==> config.mk <==
export PLATFORM = sky130hd
export DESIGN_NAME = piso_serializer_flat
export DESIGN_NICKNAME = d
export VERILOG_FILES = /design/src/rtl/piso_serializer_if.sv /design/src/rtl/piso_serializer.sv /design/src/flat_wrapper.sv
export SDC_FILE = /design/constraint.sdc
export NUM_CORES = 1
export LEC_CHECK = 0
export ABC_AREA = 1
export CAP_MARGIN = 20
export CORE_AREA = 2 2 55 57
export CTS_CLUSTER_DIAMETER = 100
export DETAILED_ROUTE_END_ITERATION = 12
export DIE_AREA = 0 0 57 59
export PLACE_DENSITY = 0.7
export SLEW_MARGIN = 40
export SYNTH_ARGS = -nofsm -noshare
export SYNTH_HDL_FRONTEND = slang
export SYNTH_SLANG_ARGS = --single-unit
==> constraint.sdc <==
create_clock -name clk -period 1.7 [get_ports clk]
set_clock_uncertainty 0.1 [all_clocks]
set_input_delay 0.34 -clock clk [delete_from_list [all_inputs] [get_ports clk]]
set_output_delay 0.34 -clock clk [all_outputs]
set_load 0.02 [all_outputs]
==> src/rtl/piso_serializer_if.sv <==
// Word-input and serial-output bundle of the PISO serializer.
// Handshake: a word moves on a rising clk edge where in_valid & in_ready; in_ready never depends on in_valid.
interface piso_serializer_if #(
    parameter int WIDTH = 8
);
    logic             in_valid;
    logic             in_ready;
    logic [WIDTH-1:0] in_data;
    logic             ser_out;
    logic             ser_valid;
    logic             ser_first;
    logic             ser_last;
    logic             busy;

    modport master (
        output in_valid, in_data,
        input  in_ready, ser_out, ser_valid, ser_first, ser_last, busy
    );

    modport slave (
        input  in_valid, in_data,
        output in_ready, ser_out, ser_valid, ser_first, ser_last, busy
    );
endinterface

==> src/rtl/piso_serializer.sv <==
// Parallel-in/serial-out transmitter with a one-word hold buffer for gapless frames.
// All serial outputs are registered; dbg_state_o is high while a frame is shifting.
module piso_serializer #(
    parameter int WIDTH     = 8,
    parameter int MSB_FIRST = 1
) (
    input  logic              clk,
    input  logic              reset,
    piso_serializer_if.slave  bus,
    output logic              dbg_state_o
);
    localparam int CW = $clog2(WIDTH);
    localparam logic [CW-1:0] LAST = CW'(WIDTH - 1);

    typedef enum logic {
        IDLE  = 1'b0,
        SHIFT = 1'b1
    } state_e;

    state_e           state_q, state_d;
    logic [WIDTH-1:0] shift_q, shift_d;
    logic [WIDTH-1:0] hold_q, hold_d;
    logic             hold_valid_q, hold_valid_d;
    logic [CW-1:0]    cnt_q, cnt_d;
    logic             ser_out_q, ser_out_d;
    logic             ser_valid_q, ser_valid_d;
    logic             ser_first_q, ser_first_d;
    logic             ser_last_q, ser_last_d;

    logic             accept;
    logic             load;
    logic [WIDTH-1:0] load_word;
    logic [WIDTH-1:0] shifted;

    function automatic logic head_bit(input logic [WIDTH-1:0] w);
        if (MSB_FIRST != 0) return w[WIDTH-1];
        else                return w[0];
    endfunction

    // Rotating rather than shifting keeps the next bit at the head; stale bits are never sent.
    if (MSB_FIRST != 0) begin : g_msb
        assign shifted = {shift_q[WIDTH-2:0], shift_q[WIDTH-1]};
    end else begin : g_lsb
        assign shifted = {shift_q[0], shift_q[WIDTH-1:1]};
    end

    assign accept = bus.in_valid & ~hold_valid_q;

    always_comb begin
        state_d      = state_q;
        shift_d      = shift_q;
        hold_d       = hold_q;
        hold_valid_d = hold_valid_q;
        cnt_d        = cnt_q;
        ser_out_d    = ser_out_q;
        ser_valid_d  = ser_valid_q;
        ser_first_d  = ser_first_q;
        ser_last_d   = ser_last_q;
        load         = 1'b0;
        load_word    = bus.in_data;

        unique case (state_q)
            IDLE: begin
                if (accept) load = 1'b1;
            end
            SHIFT: begin
                if (cnt_q == LAST) begin
                    if (hold_valid_q) begin
                        load         = 1'b1;
                        load_word    = hold_q;
                        hold_valid_d = 1'b0;
                    end else if (accept) begin
                        load = 1'b1;
                    end else begin
                        state_d     = IDLE;
                        ser_out_d   = 1'b0;
                        ser_valid_d = 1'b0;
                        ser_first_d = 1'b0;
                        ser_last_d  = 1'b0;
                    end
                end else begin
                    shift_d     = shifted;
                    cnt_d       = cnt_q + 1'b1;
                    ser_out_d   = head_bit(shifted);
                    ser_first_d = 1'b0;
                    ser_last_d  = (cnt_q == LAST - 1'b1);
                    if (accept) begin
                        hold_d       = bus.in_data;
                        hold_valid_d = 1'b1;
                    end
                end
            end
            default: state_d = IDLE;
        endcase

        // A new frame starts from either the input port or the hold buffer.
        if (load) begin
            state_d     = SHIFT;
            shift_d     = load_word;
            cnt_d       = '0;
            ser_out_d   = head_bit(load_word);
            ser_valid_d = 1'b1;
            ser_first_d = 1'b1;
            ser_last_d  = 1'b0;
        end
    end

    always_ff @(posedge clk or negedge reset) begin
        if (!reset) begin
            state_q      <= IDLE;
            shift_q      <= '0;
            hold_q       <= '0;
            hold_valid_q <= 1'b0;
            cnt_q        <= '0;
            ser_out_q    <= 1'b0;
            ser_valid_q  <= 1'b0;
            ser_first_q  <= 1'b0;
            ser_last_q   <= 1'b0;
        end else begin
            state_q      <= state_d;
            shift_q      <= shift_d;
            hold_q       <= hold_d;
            hold_valid_q <= hold_valid_d;
            cnt_q        <= cnt_d;
            ser_out_q    <= ser_out_d;
            ser_valid_q  <= ser_valid_d;
            ser_first_q  <= ser_first_d;
            ser_last_q   <= ser_last_d;
        end
    end

    assign bus.in_ready  = ~hold_valid_q;
    assign bus.ser_out   = ser_out_q;
    assign bus.ser_valid = ser_valid_q;
    assign bus.ser_first = ser_first_q;
    assign bus.ser_last  = ser_last_q;
    assign bus.busy      = (state_q == SHIFT) | hold_valid_q;
    assign dbg_state_o   = (state_q == SHIFT);
endmodule

==> src/flat_wrapper.sv <==
// flat-port wrapper written by rule: the top's interface ports become plain ports
module piso_serializer_flat 
#(
    parameter int WIDTH     = 8,
    parameter int MSB_FIRST = 1
)
  (clk, reset, dbg_state_o, bus_in_valid, bus_in_data, bus_in_ready, bus_ser_out, bus_ser_valid, bus_ser_first, bus_ser_last, bus_busy);
  piso_serializer_if #(.WIDTH(WIDTH)) bus_i ();
  input  logic clk;
  input  logic reset;
  output logic dbg_state_o;
  input wire logic [$bits(bus_i.in_valid)-1:0] bus_in_valid;
  input wire logic [$bits(bus_i.in_data)-1:0] bus_in_data;
  output wire logic [$bits(bus_i.in_ready)-1:0] bus_in_ready;
  output wire logic [$bits(bus_i.ser_out)-1:0] bus_ser_out;
  output wire logic [$bits(bus_i.ser_valid)-1:0] bus_ser_valid;
  output wire logic [$bits(bus_i.ser_first)-1:0] bus_ser_first;
  output wire logic [$bits(bus_i.ser_last)-1:0] bus_ser_last;
  output wire logic [$bits(bus_i.busy)-1:0] bus_busy;
  assign bus_i.in_valid = bus_in_valid;
  assign bus_i.in_data = bus_in_data;
  assign bus_in_ready = bus_i.in_ready;
  assign bus_ser_out = bus_i.ser_out;
  assign bus_ser_valid = bus_i.ser_valid;
  assign bus_ser_first = bus_i.ser_first;
  assign bus_ser_last = bus_i.ser_last;
  assign bus_busy = bus_i.busy;
  piso_serializer #(.WIDTH(WIDTH), .MSB_FIRST(MSB_FIRST)) u_core (.clk(clk), .reset(reset), .bus(bus_i), .dbg_state_o(dbg_state_o));
endmodule
=== Word level (Yosys, flattened, before mapping) ===
Cells that the tools add are included.
Widths: inputs -> output; s select.

* Flip-flop bits (word level): 25
* Memory bits (writable): 0
* Bits in latches: 0
* Memories kept: 0
* Bits in read-only memories: 0
* Output and inout port bits: 7

* Reduce and logical (&&, ||, !) cells: 8
* Add/subtract/negate cells: 1
* Shift-type cells: 0
* Muxes and demuxes: 32
* Magnitude comparators: 0
* Divide/modulo/power cells: 0
* Multiply operators: 0
* Bitwise logic cells: 5
* Equality and inequality tests: 7

{| class="wikitable"
|+ Operators with widths
! operator !! count
|-
| $mux 8 || 6
|-
| $mux 1 || 22
|-
| $mux 3 || 3
|-
| $eq 3x3->1 const B || 2
|-
| $ne 3x3->1 const B || 2
|-
| $reduce_and 3->1 || 2
|-
| $reduce_bool 2->1 || 3
|-
| $ne 2x2->1 const B || 2
|-
| $reduce_and 2->1 || 2
|-
| $reduce_and 4->1 || 1
|-
| $add 3x1->3 const B || 1
|-
| $not 1->1 || 3
|-
| $ne 2x1->1 const B || 1
|-
| $pmux 1 s2 || 1
|-
| $and 1x1->1 || 1
|-
| $or 1x1->1 || 1
|}

=== Longest topological paths before layout ===
Gate-level depths: netlist of run 1.

* Depth in word-level cells: 8
* Gate-level depth with buffers: 9
* Gate-level depth less buffers: 9

=== Least setup slack after synthesis of run 1 ===
Ideal clock, no wire load.

* Kind: reg2reg
* Start: register u_core.cnt_q[1]
* End: register u_core.shift_q[6]
* Buffers on the path: 2
* Slack: 67 ps
* Cell stages (with the launch flop): 10
* Arrival: 1459 ps
* Period minus slack after synthesis: 1633 ps
* Required time: 1527 ps
* Cells stage by stage: dfrtp_1 -> ha_1 -> ha_1 -> nor2_4 -> inv_2 -> buf_6 -> nand3_2 -> buf_6 -> nor2_1 -> a21oi_2

* Longest elaborated chain between the ends: 5
* Elaborated cells on any way between the ends: 9
* Those cells by class: 2 x eq/ne; 5 x mux; 2 x reduce/logical

{| class="wikitable"
|+ RTL lines
! item !! line !! RTL
|-
| start, declared || piso_serializer.sv:24 || <nowiki>logic [CW-1:0] cnt_q, cnt_d;</nowiki>
|-
| start signal, assigned || piso_serializer.sv:124 || <nowiki>cnt_q <= cnt_d;</nowiki>
|-
| $eq 3x3->1 (*) || piso_serializer.sv:67 || <nowiki>if (cnt_q == LAST) begin</nowiki>
|-
| $mux 1 || piso_serializer.sv:67 ||
|-
| $pmux 1 s2 || piso_serializer.sv:62 || <nowiki>unique case (state_q)</nowiki>
|-
| $ne 2x1->1 (no source line) or $reduce_bool 2->1 (tied branches) || n/a ||
|-
| $reduce_and 2->1 (no source line) || n/a ||
|-
| end signal, assigned || piso_serializer.sv:121 || <nowiki>shift_q <= shift_d;</nowiki>
|-
| end, declared || piso_serializer.sv:21 || <nowiki>logic [WIDTH-1:0] shift_q, shift_d;</nowiki>
|}

Mark *: on every way between the ends. The rest lies on a longest branch, timed or not.
A chain may end at the register's enable or synchronous reset.

=== Worst setup path in the final report of run 1 ===
* Start: register u_core.cnt_q[0]
* End: register u_core.shift_q[0]

The elaborated chain is that of the path after synthesis.

==> results of run 1 <==
cells in the mapped netlist:
cell type | count | area share
nor2_4 | 1 | 0.0092
buf_6 | 2 | 0.018
nand2_2 | 1 | 0.0051
or2_2 | 5 | 0.025
or2_0 | 2 | 0.010
nor2_1 | 8 | 0.024
buf_4 | 1 | 0.0061
a21oi_2 | 6 | 0.043
nand2_1 | 33 | 0.10
dfrtp_1 | 25 | 0.51
inv_1 | 13 | 0.040
o21ai_0 | 13 | 0.053
nand3_1 | 9 | 0.037
o22ai_1 | 1 | 0.0051
nand4_1 | 2 | 0.010
a21oi_1 | 3 | 0.012
inv_2 | 3 | 0.0092
o21ai_1 | 7 | 0.028
ha_1 | 3 | 0.031
nand3_2 | 2 | 0.016
buf_2 | 2 | 0.0081
final timing paths:
check                                     startpoint                    to  slack (ns)
worst max register to register       u_core.cnt_q[0]     u_core.shift_q[0]       0.006
worst min-delay path                           reset   u_core.bus.ser_last        0.26
worst max-delay path                 u_core.cnt_q[0]     u_core.shift_q[0]       0.006
max in group asynchronous                      reset   u_core.hold_valid_q        1.00
worst min register to register  u_core.bus.ser_first  u_core.bus.ser_first        0.39
min in group clk                u_core.bus.ser_first  u_core.bus.ser_first        0.39
power breakdown:
| group | internal, µW | leakage, µW | switching (µW) |
|---|---|---|---|
| Combinational | 656 | 0.000467 | 810 |
| Clock | 90.1 | 0.0000139 | 190 |
| Sequential | 886 | 0.000296 | 169 |
layer usage:
layer,wire length [µm],up-vias,part of all wire,global-route usage
met1,1200,468,0.47,0.200
met4,71,0,0.028,0.0698
met2,1160,20,0.46,0.286
met5,0,-,0,0
li1,-,527,-,-
met3,94,7,0.037,0.0218
final cells by class:
type,count,area [µm²],area share
sequential,25,626,0.386
multi-input combinational,98,574,0.354
timing repair buffer,32,292,0.180
inverter,16,60.1,0.0371
tap,31,38.8,0.0239
clock buffer,3,22.5,0.0139
clock inverter,1,7.51,0.00463
kinds of logic (layout without fill, tap and decap cells):
kind of cell / after synthesis / count (layout) / synth area share
AND/OR/NAND/NOR: 63 / 64 / 0.238
AO/OA/AOI/OAI: 30 / 31 / 0.141
buffers and inverters: 21 / 52 / 0.0814
adder cells (fa/ha/maj): 3 / 3 / 0.0305
flip-flops: 25 / 25 / 0.509
stage by stage:
stage	setup TNS, ns	cell area (µm²)	util
finish	0	1620	0.598
global route	-0.353	1620	0.598
CTS	0	1580	0.582
detailed placement	-0.826	1510	0.556
global placement	-0.396	1510	0.556
floorplan	0	1230	-
state kept, by name, indices dropped and copies added, names as in the netlist:
register,cells
u_core.hold_q,8
u_core.hold_valid_q,1
u_core.dbg_state_o,1
u_core.bus.ser_last,1
u_core.bus.ser_out,1
u_core.bus.ser_valid,1
u_core.cnt_q,3
u_core.bus.ser_first,1
u_core.shift_q,8
what timing repair did:
item / in CTS / in global routing
setup endpoints to repair: 29 / 12
endpoints found under the hold margin: 0 / 0
pin swaps: 1 / 2
buffers inserted: 2 / 2
gates resized for setup: 16 / 7
gates cloned: 0 / 2
==> results.sh, run 1 <==
export IMPL_status="completed"
export IMPL_cpMaxStageDelayCell="dfrtp_1"
export IMPL_cp_top_family="flip-flops"
export IMPL_first_pass_iters=4
export IMPL_max_freq_mhz=590
export IMPL_die_area_um2=3360
export IMPL_avgViaCountPerCell=4.96
export IMPL_grt_pass1_vias=945
export IMPL_drt_iter0_drc=23
export IMPL_max_stage_delay_ns=0.43
export IMPL_cts_hold_buf=0
export IMPL_ys_seq_elements=25
export IMPL_mostFrequentLayoutCell="nand2_1"
export IMPL_io_buffers=17
export IMPL_p_leak_uw=0.000777
export IMPL_drive_above_1_share=0.263
export IMPL_cts_sinks=25
export IMPL_clk_pin_slew_ns=0.15
export IMPL_hp_class="in -> async"
export IMPL_stdcell_count=206
export IMPL_row_count=19
export IMPL_track_usage=0.162
export IMPL_areaGrowthSynthToFinish_pct=31.7
export IMPL_core_um2=2710
export IMPL_numCtsBuffers=3
export IMPL_mostFrequentLayoutCells="nand2_1, dfrtp_1, inv_1, buf_4, o21ai_0"
export IMPL_die_y_um=59
export IMPL_place_ws_ns=-0.108
export IMPL_num_antenna_cells=0
export IMPL_synth_fp_nets=156
export IMPL_avgSynthCellArea_um2=8.66
export IMPL_fin_crit_ns=1.69
export IMPL_period_share=0.996
export IMPL_power_density_nw_per_um2=1730
export IMPL_ys_seq_area_frac=0.509
export IMPL_reg2regPathDepth=8
export IMPL_drtAntennaViolNets=0
export IMPL_path_max_fanout=11
export IMPL_synth_distinct_cells=21
export IMPL_grt_pass1_wl_um=4170
export IMPL_max_slew_margin=0.785
export IMPL_grt_max_degree=26
export IMPL_clk_latency_ns=0.33
export IMPL_finalWirelength_um=2530
export IMPL_cap_violations=0
export IMPL_worstSetupStartpointType="flop"
export IMPL_cts_tree="built"
export IMPL_timing_hold_ws_ns=0.257
export IMPL_gp_congestion=0.760
export IMPL_dp_hpwl_um=1660
export IMPL_dp_cells=196
export IMPL_final_max_slew_violation_count=0
export IMPL_wl_per_cell_um=12.3
export IMPL_timing_final_ws_setup_ns=0.00641
export IMPL_hold_violations=0
export IMPL_setup_viol=0
export IMPL_nets=190
export IMPL_critPathArrivalTime_ns=1.87
export IMPL_grt_overflow=0
export IMPL_synthCells=142
export IMPL_crit_buf_inv=2
export IMPL_worst_path_stages=8
export IMPL_cts_path_max_buffers=2
export IMPL_vdd_ir_drop_max_v=0.00102
export IMPL_antenna_found_initial=0
export IMPL_crit_chain="ha_1 -> ha_4 -> nor2_4 -> inv_2 -> buf_12 -> nand3_2 -> nor2_1 -> a21oi_1"
export IMPL_die_w_um=57
export IMPL_dr_total_vias=1022
export IMPL_yosysWarnings=0
export IMPL_start_util=0.454
export IMPL_htree_levels=1
export IMPL_crit_path_end_kind="flop"
export IMPL_worst_pin_slew_ns=0.323
export IMPL_clockRootBuffer="clkbuf_4"
export IMPL_grt_setup_unrepaired="true"
export IMPL_synth_area_um2=1230
export IMPL_cp_required_ns=1.87
export IMPL_drc=0
export IMPL_criticalPathCategory="reg -> reg"
export IMPL_io_pins=18
export IMPL_finalPower_uw=2800
export IMPL_fill_cells=246
Note: power is estimated with default switching activity, not from simulation.
==> run 2: changes to the inputs <==
Settings changed: CORE_AREA 2 2 55 57 to 2 2 52 54, DIE_AREA 0 0 57 59 to 0 0 54 56, DONT_BUFFER_PORTS set to 1, PLACE_DENSITY 0.7 to 0.68.
==> results.sh, run 2 (synthesized netlist as in run 1, its figures left out) <==
export IMPL_status="completed"
export IMPL_crit_chain="ha_2 -> ha_4 -> nor2_4 -> inv_2 -> buf_4 -> o21ai_2 -> a21oi_2"
export IMPL_max_slew_margin=0.853
export IMPL_finalWirelength_um=2620
export IMPL_cts_path_max_buffers=2
export IMPL_cts_tree="built"
export IMPL_crit_path_end_kind="flop"
export IMPL_row_count=18
export IMPL_stdcell_area_um2=1490
export IMPL_hp_class="in -> reg"
export IMPL_drc=0
export IMPL_place_ws_ns=-0.116
export IMPL_track_usage=0.184
export IMPL_power_density_nw_per_um2=1860
export IMPL_cp_required_ns=1.84
export IMPL_core_um2=2430
export IMPL_grt_setup_unrepaired="true"
export IMPL_setup_tns_ns=0
export IMPL_clockRootBuffer="clkbuf_4"
export IMPL_criticalPathCategory="reg -> reg"
export IMPL_grt_max_degree=26
export IMPL_drive_above_1_share=0.308
export IMPL_period_share=0.974
export IMPL_dp_cells=178
export IMPL_clk_latency_ns=0.33
export IMPL_vdd_ir_drop_max_v=0.00105
export IMPL_max_freq_mhz=604
export IMPL_numCtsBuffers=3
export IMPL_final_max_slew_violation_count=0
export IMPL_p_leak_uw=0.000708
export IMPL_clk_pin_slew_ns=0.14
export IMPL_path_max_fanout=7
export IMPL_cts_sinks=25
export IMPL_worstSetupStartpointType="flop"
export IMPL_gp_congestion=0.788
export IMPL_die_area_um2=3020
export IMPL_dpl_cell_area_um2=1310
export IMPL_cpMaxStageDelayCell="dfrtp_1"
export IMPL_fin_crit_ns=1.66
export IMPL_avgViaCountPerCell=5.19
export IMPL_setup_viol=0
export IMPL_critPathArrivalTime_ns=1.79
export IMPL_cap_violations=0
export IMPL_nets=171
export IMPL_dp_hpwl_um=1700
export IMPL_die_y_um=56
export IMPL_top_regs="u_core.hold_q (8), u_core.shift_q (8), u_core.cnt_q (3)"
export IMPL_grt_overflow=0
export IMPL_num_antenna_cells=0
export IMPL_wl_per_cell_um=14.1
export IMPL_worst_pin_slew_ns=0.220
export IMPL_antenna_found_initial=0
export IMPL_areaGrowthSynthToFinish_pct=21.1
export IMPL_die_w_um=54
export IMPL_start_util=0.506
export IMPL_htree_levels=1
export IMPL_drt_iter0_drc=28
export IMPL_io_pins=18
export IMPL_grt_pass1_vias=925
export IMPL_grt_pass1_wl_um=4040
export IMPL_mostFrequentLayoutCell="nand2_1"
export IMPL_drtAntennaViolNets=0
export IMPL_stdcell_count=186
export IMPL_dr_total_vias=965
export IMPL_mostFrequentLayoutCells="nand2_1, dfrtp_1, inv_1, o21ai_0, buf_4"
export IMPL_timing_final_ws_setup_ns=0.0434
export IMPL_first_pass_iters=4
export IMPL_hold_violations=0
export IMPL_max_stage_delay_ns=0.42
export IMPL_finalPower_uw=2760
export IMPL_io_buffers=0
==> run 2: cell count changes in the layout (fill, tap and decap cells not counted), sizes merged <==
cell | previous run | this run
dlygate4sd2 | 5 | 0
dlygate4sd3 | 0 | 1
buf | 15 | 13
clkbuf | 5 | 3
clkdlybuf4s50 | 10 | 0
a21oi | 10 | 9
==> run 2: final timing paths <==
check,from,to,slack (ns),cells after the start
worst max register to register,u_core.cnt_q[0],u_core.shift_q[4],0.04,7
worst min-delay path,bus_in_data[2],u_core.hold_q[2],0.05,2
min in group asynchronous,reset,u_core.shift_q[7],0.35,2
max in group asynchronous,reset,u_core.hold_q[6],1.01,2
worst max-delay path,u_core.cnt_q[0],u_core.shift_q[4],0.04,7
worst min register to register,u_core.hold_q[1],u_core.hold_q[1],0.40,2
==> run 2: worst max-delay path, delay by kind of cell, from the launching register on <==
family / cells / cell delay (ns)
AO/OA/AOI/OAI: 2 / 0.22
adder cells (fa/ha/maj): 2 / 0.39
buffers and inverters: 2 / 0.28
flip-flops: 1 / 0.42
AND/OR/NAND/NOR: 1 / 0.16
==> run 2: repair_timing <==
action                     in CTS  in global routing
pin swaps                       1                  2
hold buffers                    2                  0
setup endpoints to repair      19                 20
resized for setup               6                 16
cloned                          0                  1
setup buffers                   0                  1
hold endpoints to repair       25                  0
==> run 2: final cells by class <==
cell class | instances | area [µm²]
clock inverters | 1 | 7.51
multi-input cells | 97 | 596
well taps | 30 | 37.5
fillers | 203 | 943
clock buffers | 3 | 22.5
flip-flops and latches | 25 | 626
inverters | 16 | 60.1
repair buffers | 14 | 140
==> run 2: routing by layer <==
| layer | track usage | routed length, µm | vias to the layer above |
|---|---|---|---|
| met5 | 0 | 0 | - |
| li1 | - | - | 485 |
| met1 | 0.250 | 1230 | 449 |
| met3 | 0.0323 | 109 | 6 |
| met4 | 0.0929 | 51 | 0 |
| met2 | 0.275 | 1230 | 25 |
==> run 2: stage by stage <==
| stage | hold WS [ns] | util |
|---|---|---|
| floorplan | -0.0556 | - |
| global placement | -0.0551 | 0.539 |
| detailed placement | -0.0551 | 0.539 |
| CTS | 0.0511 | 0.570 |
| global route | 0.0750 | 0.612 |
| finish | 0.0513 | 0.612 |
==> run 2: power by group <==
| part | switching, µW | total [µW] | leakage, µW | internal, µW |
|---|---|---|---|---|
| sequential | 240 | 1130 | 0.000296 | 886 |
| clock | 185 | 275 | 0.0000139 | 90.1 |
| combinational | 758 | 1360 | 0.000398 | 605 |
